`config.mk`:
```
export PLATFORM = sky130hd
export DESIGN_NAME = rob
export DESIGN_NICKNAME = d
export VERILOG_FILES = /design/src/rtl/rob_pkg.sv /design/src/rtl/rob_query.sv /design/src/rtl/rob.sv
export SDC_FILE = /design/constraint.sdc
export NUM_CORES = 2
export LEC_CHECK = 0
export CORE_ASPECT_RATIO = 1.25
export CORE_MARGIN = 5
export CORE_UTILIZATION = 55
export CTS_CLUSTER_DIAMETER = 60
export DETAILED_ROUTE_END_ITERATION = 8
export HOLD_SLACK_MARGIN = 0.1
export MAX_ROUTING_LAYER = met4
export PLACE_DENSITY = 0.75
export SLEW_MARGIN = 15
export SYNTH_ARGS = -nofsm -noshare
export SYNTH_HDL_FRONTEND = slang
export SYNTH_SLANG_ARGS = --single-unit
```
`constraint.sdc`:
```
create_clock -name clk_in -period 72.9 [get_ports clk_in]
set_clock_uncertainty 0.05 [all_clocks]
set_input_delay 18.225 -clock clk_in [delete_from_list [all_inputs] [get_ports clk_in]]
set_output_delay 18.225 -clock clk_in [all_outputs]
set_load 0.05 [all_outputs]
```
`src/rtl/rob_pkg.sv`:
```
// Shared sizing and entry-type encodings for the reorder buffer slice.
package rob_pkg;

  localparam int ROB_SIZE_DEF  = 8;
  localparam int ROB_WIDTH_DEF = 3;

  typedef enum logic [2:0] {
    ENTRY_REG    = 3'd0,
    ENTRY_STORE  = 3'd1,
    ENTRY_BRANCH = 3'd2
  } entry_type_e;

endpackage

```
`src/rtl/rob_query.sv`:
```
// Combinational operand lookup into the ROB with same-cycle bypass from
// the RS and LSB result broadcasts.
module rob_query
  import rob_pkg::*;
#(
  parameter int ROB_SIZE  = ROB_SIZE_DEF,
  parameter int ROB_WIDTH = ROB_WIDTH_DEF
) (
  input  logic [ROB_WIDTH-1:0]      id,
  input  logic [ROB_SIZE-1:0]       busy,
  input  logic [ROB_SIZE-1:0]       done,
  input  logic [ROB_SIZE-1:0][31:0] value,
  input  logic                      rs_ready,
  input  logic [ROB_WIDTH-1:0]      rs_rob_id,
  input  logic [31:0]               rs_value,
  input  logic                      lsb_ready,
  input  logic [ROB_WIDTH-1:0]      lsb_rob_id,
  input  logic [31:0]               lsb_value,
  output logic                      qry_ready,
  output logic [31:0]               qry_value
);

  // Stored result first, then RS, then LSB; an idle slot answers nothing.
  always_comb begin
    qry_ready = 1'b0;
    qry_value = '0;
    if (busy[id]) begin
      if (done[id]) begin
        qry_ready = 1'b1;
        qry_value = value[id];
      end else if (rs_ready && rs_rob_id == id) begin
        qry_ready = 1'b1;
        qry_value = rs_value;
      end else if (lsb_ready && lsb_rob_id == id) begin
        qry_ready = 1'b1;
        qry_value = lsb_value;
      end
    end
  end

endmodule

```
`src/rtl/rob.sv`:
```
// Reorder buffer: in-order allocation and retirement of in-flight
// instructions, result capture from the RS/LSB buses, mispredict flush.
module rob
  import rob_pkg::*;
#(
  parameter int ROB_SIZE  = ROB_SIZE_DEF,
  parameter int ROB_WIDTH = ROB_WIDTH_DEF
) (
  input  logic                 clk_in,
  input  logic                 rst_in,
  input  logic                 rdy_in,
  output logic                 rob_full,
  output logic [ROB_WIDTH-1:0] rob_tail,
  input  logic                 dec_ready,
  input  logic [2:0]           dec_type,
  input  logic [4:0]           dec_rd,
  input  logic                 dec_pred,
  input  logic [31:0]          dec_alt_pc,
  input  logic [ROB_WIDTH-1:0] qry_j_id,
  input  logic [ROB_WIDTH-1:0] qry_k_id,
  output logic                 qry_j_ready,
  output logic                 qry_k_ready,
  output logic [31:0]          qry_j_value,
  output logic [31:0]          qry_k_value,
  input  logic                 rs_ready,
  input  logic [ROB_WIDTH-1:0] rs_rob_id,
  input  logic [31:0]          rs_value,
  input  logic                 lsb_ready,
  input  logic [ROB_WIDTH-1:0] lsb_rob_id,
  input  logic [31:0]          lsb_value,
  output logic                 commit_valid,
  output logic [4:0]           commit_rd,
  output logic [31:0]          commit_value,
  output logic [ROB_WIDTH-1:0] commit_rob_id,
  output logic                 store_commit,
  output logic                 clear,
  output logic [31:0]          clear_pc
);

  logic [ROB_SIZE-1:0]       busy;
  logic [ROB_SIZE-1:0]       done;
  logic [ROB_SIZE-1:0][31:0] value;
  logic [ROB_SIZE-1:0]       pred;
  entry_type_e               etype  [ROB_SIZE];
  logic [4:0]                rd     [ROB_SIZE];
  logic [31:0]               alt_pc [ROB_SIZE];
  logic [ROB_WIDTH-1:0]      head;
  logic [ROB_WIDTH-1:0]      tail;
  logic [ROB_WIDTH:0]        count;
  logic                      do_alloc;
  logic                      do_retire;

  assign rob_full  = (count == (ROB_WIDTH+1)'(ROB_SIZE));
  assign rob_tail  = tail;
  assign do_alloc  = dec_ready && !rob_full && !clear;
  assign do_retire = busy[head] && done[head] && !clear;

  // While clear is high the queue only flushes; nothing else moves.
  always_ff @(posedge clk_in or posedge rst_in) begin
    if (rst_in) begin
      busy          <= '0;
      done          <= '0;
      value         <= '0;
      pred          <= '0;
      for (int i = 0; i < ROB_SIZE; i++) begin
        etype[i]  <= ENTRY_REG;
        rd[i]     <= '0;
        alt_pc[i] <= '0;
      end
      head          <= '0;
      tail          <= '0;
      count         <= '0;
      commit_valid  <= 1'b0;
      commit_rd     <= '0;
      commit_value  <= '0;
      commit_rob_id <= '0;
      store_commit  <= 1'b0;
      clear         <= 1'b0;
      clear_pc      <= '0;
    end else if (rdy_in) begin
      commit_valid <= 1'b0;
      store_commit <= 1'b0;
      clear        <= 1'b0;
      if (clear) begin
        busy  <= '0;
        done  <= '0;
        head  <= '0;
        tail  <= '0;
        count <= '0;
      end else begin
        if (do_alloc) begin
          busy[tail]   <= 1'b1;
          done[tail]   <= 1'b0;
          etype[tail]  <= entry_type_e'(dec_type);
          rd[tail]     <= dec_rd;
          pred[tail]   <= dec_pred;
          alt_pc[tail] <= dec_alt_pc;
          tail         <= tail + ROB_WIDTH'(1);
        end
        // LSB written first so an RS hit on the same id overrides it.
        for (int i = 0; i < ROB_SIZE; i++) begin
          if (busy[i] && lsb_ready && lsb_rob_id == ROB_WIDTH'(i)) begin
            done[i]  <= 1'b1;
            value[i] <= lsb_value;
          end
          if (busy[i] && rs_ready && rs_rob_id == ROB_WIDTH'(i)) begin
            done[i]  <= 1'b1;
            value[i] <= rs_value;
          end
        end
        if (do_retire) begin
          busy[head]    <= 1'b0;
          head          <= head + ROB_WIDTH'(1);
          commit_rob_id <= head;
          case (etype[head])
            ENTRY_REG: begin
              commit_valid <= 1'b1;
              commit_rd    <= rd[head];
              commit_value <= value[head];
            end
            ENTRY_STORE: store_commit <= 1'b1;
            ENTRY_BRANCH: begin
              if (value[head][0] != pred[head]) begin
                clear    <= 1'b1;
                clear_pc <= alt_pc[head];
              end
            end
            default: ;
          endcase
        end
        case ({do_alloc, do_retire})
          2'b10:   count <= count + (ROB_WIDTH+1)'(1);
          2'b01:   count <= count - (ROB_WIDTH+1)'(1);
          default: count <= count;
        endcase
      end
    end
  end

  rob_query #(.ROB_SIZE(ROB_SIZE), .ROB_WIDTH(ROB_WIDTH)) u_query_j (
    .id(qry_j_id), .busy(busy), .done(done), .value(value),
    .rs_ready(rs_ready), .rs_rob_id(rs_rob_id), .rs_value(rs_value),
    .lsb_ready(lsb_ready), .lsb_rob_id(lsb_rob_id), .lsb_value(lsb_value),
    .qry_ready(qry_j_ready), .qry_value(qry_j_value)
  );

  rob_query #(.ROB_SIZE(ROB_SIZE), .ROB_WIDTH(ROB_WIDTH)) u_query_k (
    .id(qry_k_id), .busy(busy), .done(done), .value(value),
    .rs_ready(rs_ready), .rs_rob_id(rs_rob_id), .rs_value(rs_value),
    .lsb_ready(lsb_ready), .lsb_rob_id(lsb_rob_id), .lsb_value(lsb_value),
    .qry_ready(qry_k_ready), .qry_value(qry_k_value)
  );

endmodule

```
==> impl_metrics.csv <==
group,metric,value,unit
placed_design,place_hpwl,74200,um
layout,nFillCells,5321,
timing,finalSetupViolations,0,
critical_path,crit_required,54.62,ns
synthesis,syn_area,38100,um2
synthesis,yosysTopAreaCell,"dfrtp_1",
layout,area_growth,14.4,%
power_and_ir_drop,ir_drop,0.0307,mV
power_and_ir_drop,swShare,39.9,%
synthesis,ys_top_cells_by_count,"dfrtp_1 (685), mux2i_1 (377), mux2_2 (339)",
cts,htreeDepth,3,
route,routedWlPerCell,29.1,um
layout,final_area,43600,um2
cts,clock_latency,0.63,ns
floorplanning,dieArea,74700,um2
critical_path,crit_type,"in2out",
run,cap_violations,0,
timing,slew_headroom,28.4,%
synthesis,synth.distinct_cells,62,
placed_design,port_buffers,267,
timing,finalSetupTns,0,ns
floorplanning,pin_count,268,
grt,antenna_found_initial,13,
route,vias_per_cell,6.82,
placed_design,place.gp.congestion,0.925,
power_and_ir_drop,sequentialPowerShare,38.0,%
route,vias,29700,
critical_path,critPathArrivalTime,22.37,ns
timing,slew_violations,0,
synthesis,syn_inst,3297,
critical_path,crit_path_start_kind,"input pin",
route,postRouteAntennaNets,0,
synthesis,syn_nets,3425,
cts,cts_sinks,685,
synthesis,synthTopCellsByArea,"dfrtp_1 (45%), mux2_2 (10%), mux2i_1 (9.9%), mux4_2 (9.3%), o21ai_0 (3.3%)",
route,wl,127000,um
route,first_pass_iters,7,
power_and_ir_drop,power_density,42.8,nW/um2
power_and_ir_drop,p_clk_share,20.5,%
synthesis,ys_seq_elements,685,
critical_path,cp_max_fo,70,
grt,grt_remaining_overflow,0,
cts,cts_hold_buf,0,
critical_path,rrSetupSlack,67.61,ns
synthesis,ys_warn_count,0,
floorplanning,core_area,69100,um2
synthesis,syn_avg_cell_area,11.6,um2
cts,cts.clk_slew.worst_paths,0.05,ns
cts,cts_setup_buffers,0,
placed_design,placedInstanceArea,41100,um2
timing,fin_hold_ws,0.421,ns
synthesis,synth_ff_type,"dfrtp_1",
grt,grt_max_degree,162,
synthesis,ys_async_sr_fraction,100,%
timing,timing.final.crit_period,40.64,ns
power_and_ir_drop,comb_power_share,41.5,%
cts,cts_max_path_buffers,3,
min_path,holdCritPathClass,"reg2reg",
route,drc,0,
synthesis,seq_area_frac_synth,45.0,%
synthesis,synth-edff-count,0,
timing,timing.fmax,0.0246,GHz
cts,cts_tree,"built",
power_and_ir_drop,p_int,1120,uW
cts,cts_root_buf,"clkbuf_16",
power_and_ir_drop,power_switching,745,uW
floorplanning,num_rows,108,
status,outcome,"completed",
synthesis,yosys.cell_count.top_type,"dfrtp_1",
layout,finalNetCount,3477,
timing,hold_viol,0,
timing,fin_crit_sh,55.8,%
timing,tightest_slew,1.07,ns
floorplanning,initial_core_util,55.2,%
layout,layout-drive-gt1-share,22.4,%
critical_path,crit_path_end_kind,"output pin",
grt,grt_pass1_wl,191000,um
timing,grt_setup_unrepaired,"false",
cts,post_cts_resized,0,
floorplanning,die_w,245,um
grt,track_usage,34.0,%
grt,grt_pass1_vias,31000,
floorplanning,die_h,304,um
route,drt_iter0_drc,3250,
power_and_ir_drop,power.leakage,0.0202,uW
synthesis,synth_top_area_share,45.0,%
cts,cts_inserted_buffers,72,
## power groups by stage
stage                     registers [uW]  logic [uW]  clock network (uW)
after floorplan                      699         514                   0
after global placement               687         742                   0
after detailed placement             706         765                   0
after CTS                            701         769                 386
after global routing                 726         822                 402
final                                709         775                 382
## critical path, stage by stage
cell,delay (ns)
buf_2,0.07
buf_4,0.77
mux4_2,0.46
mux2i_4,0.15
buf_4,0.77
a31o_2,0.96
a211oi_1,0.12
clkdlybuf4s50_1,0.76
## registers in the layout (all words and copies together), names as in the netlist
signal / cells
alt_pc: 256
value: 256
rd: 40
clear_pc: 32
commit_value: 32
etype: 24
busy: 8
done: 8
pred: 8
commit_rd: 5
count: 4
commit_rob_id: 3
head: 3
rob_tail: 3
clear: 1
commit_valid: 1
store_commit: 1
## per-stage QoR
step | power [uW] | utilization (%) | instances | setup slack, ns
6_report | 1870 | 63.1 | 4352 | 32.26
5_1_grt | 1950 | 63.1 | 4352 | 32.18
4_1_cts | 1860 | 63.1 | 4339 | 32.36
3_5_place_dp | 1470 | 59.5 | 4210 | 32.35
3_3_place_gp | 1430 | 59.5 | 4210 | 32.50
2_1_floorplan | 1210 | - | 3297 | 33.70
## cell type report
type	instances	area, um2	area share, %
multi-input cells	2250	19600	45.0
inverters	11	48.8	0.112
clock buffers	102	2090	4.78
clock inverters	27	363	0.832
diodes	13	32.5	0.0746
flip-flops and latches	685	17200	39.3
well taps	935	1170	2.68
repair buffers	329	3140	7.20
## cells by family (layout without fill, tap and decap cells)
| family | after synthesis | in the layout | share of synthesized area [%] |
|---|---|---|---|
| AO/OA/AOI/OAI | 766 | 766 | 13.1 |
| XOR/XNOR | 15 | 15 | 0.345 |
| adder cells (fa/ha/maj) | 5 | 5 | 0.184 |
| buffers and inverters | 362 | 469 | 4.10 |
| flip-flops | 685 | 685 | 45.0 |
| multiplexers | 926 | 926 | 31.0 |
| other | 0 | 13 | 0 |
| AND/OR/NAND/NOR | 538 | 538 | 6.21 |
## routing by layer
metal	GRT usage, %	up-vias	share of wire (%)
met5	-	-	0
met4	17.7	0	5.8
met3	8.44	495	9.9
met2	53.3	1833	48
met1	41.0	15000	37
li1	-	12400	-
## path summary, 6_finish.rpt
kind	start	end	cells past startpoint
min in group asynchronous	rst_in	clear_pc[12]	2
max in group asynchronous	rst_in	commit_value[7]	5
worst min-delay path	commit_value[16]	commit_value[16]	1
worst min register to register	commit_value[16]	commit_value[16]	1
worst max-delay path	qry_k_id[1]	qry_k_value[19]	8
worst max register to register	head[0]	commit_value[6]	10
## cell usage in the layout, fill, tap and decap left out, drive strengths merged, types with 6 or more instances in the layout
| cell type | Yosys | final |
|---|---|---|
| a31oi | 30 | 30 |
| mux4 | 157 | 157 |
| a21o | 35 | 35 |
| nor2 | 89 | 89 |
| a221o | 8 | 8 |
| nor2b | 77 | 77 |
| o2bb2ai | 12 | 12 |
| clkbuf | 180 | 102 |
| o21ai | 268 | 268 |
| nand4 | 9 | 9 |
| o211ai | 8 | 8 |
| o22ai | 14 | 14 |
| nand2b | 6 | 6 |
| mux2 | 392 | 392 |
| clkinvlp | 0 | 6 |
| a211oi | 130 | 130 |
| bufinv | 0 | 6 |
| mux2i | 377 | 377 |
| and2 | 8 | 8 |
| nor3 | 11 | 11 |
| a22o | 32 | 32 |
| a221oi | 56 | 56 |
| dfrtp | 685 | 685 |
| clkinv | 0 | 14 |
| buf | 171 | 68 |
| nand2 | 303 | 303 |
| a21oi | 87 | 87 |
| a22oi | 69 | 69 |
| inv | 11 | 12 |
| nand3 | 23 | 23 |
| diode | 0 | 13 |
| clkdlybuf4s50 | 0 | 261 |
| xnor2 | 14 | 14 |
Note: power is estimated with default switching activity, not from simulation.
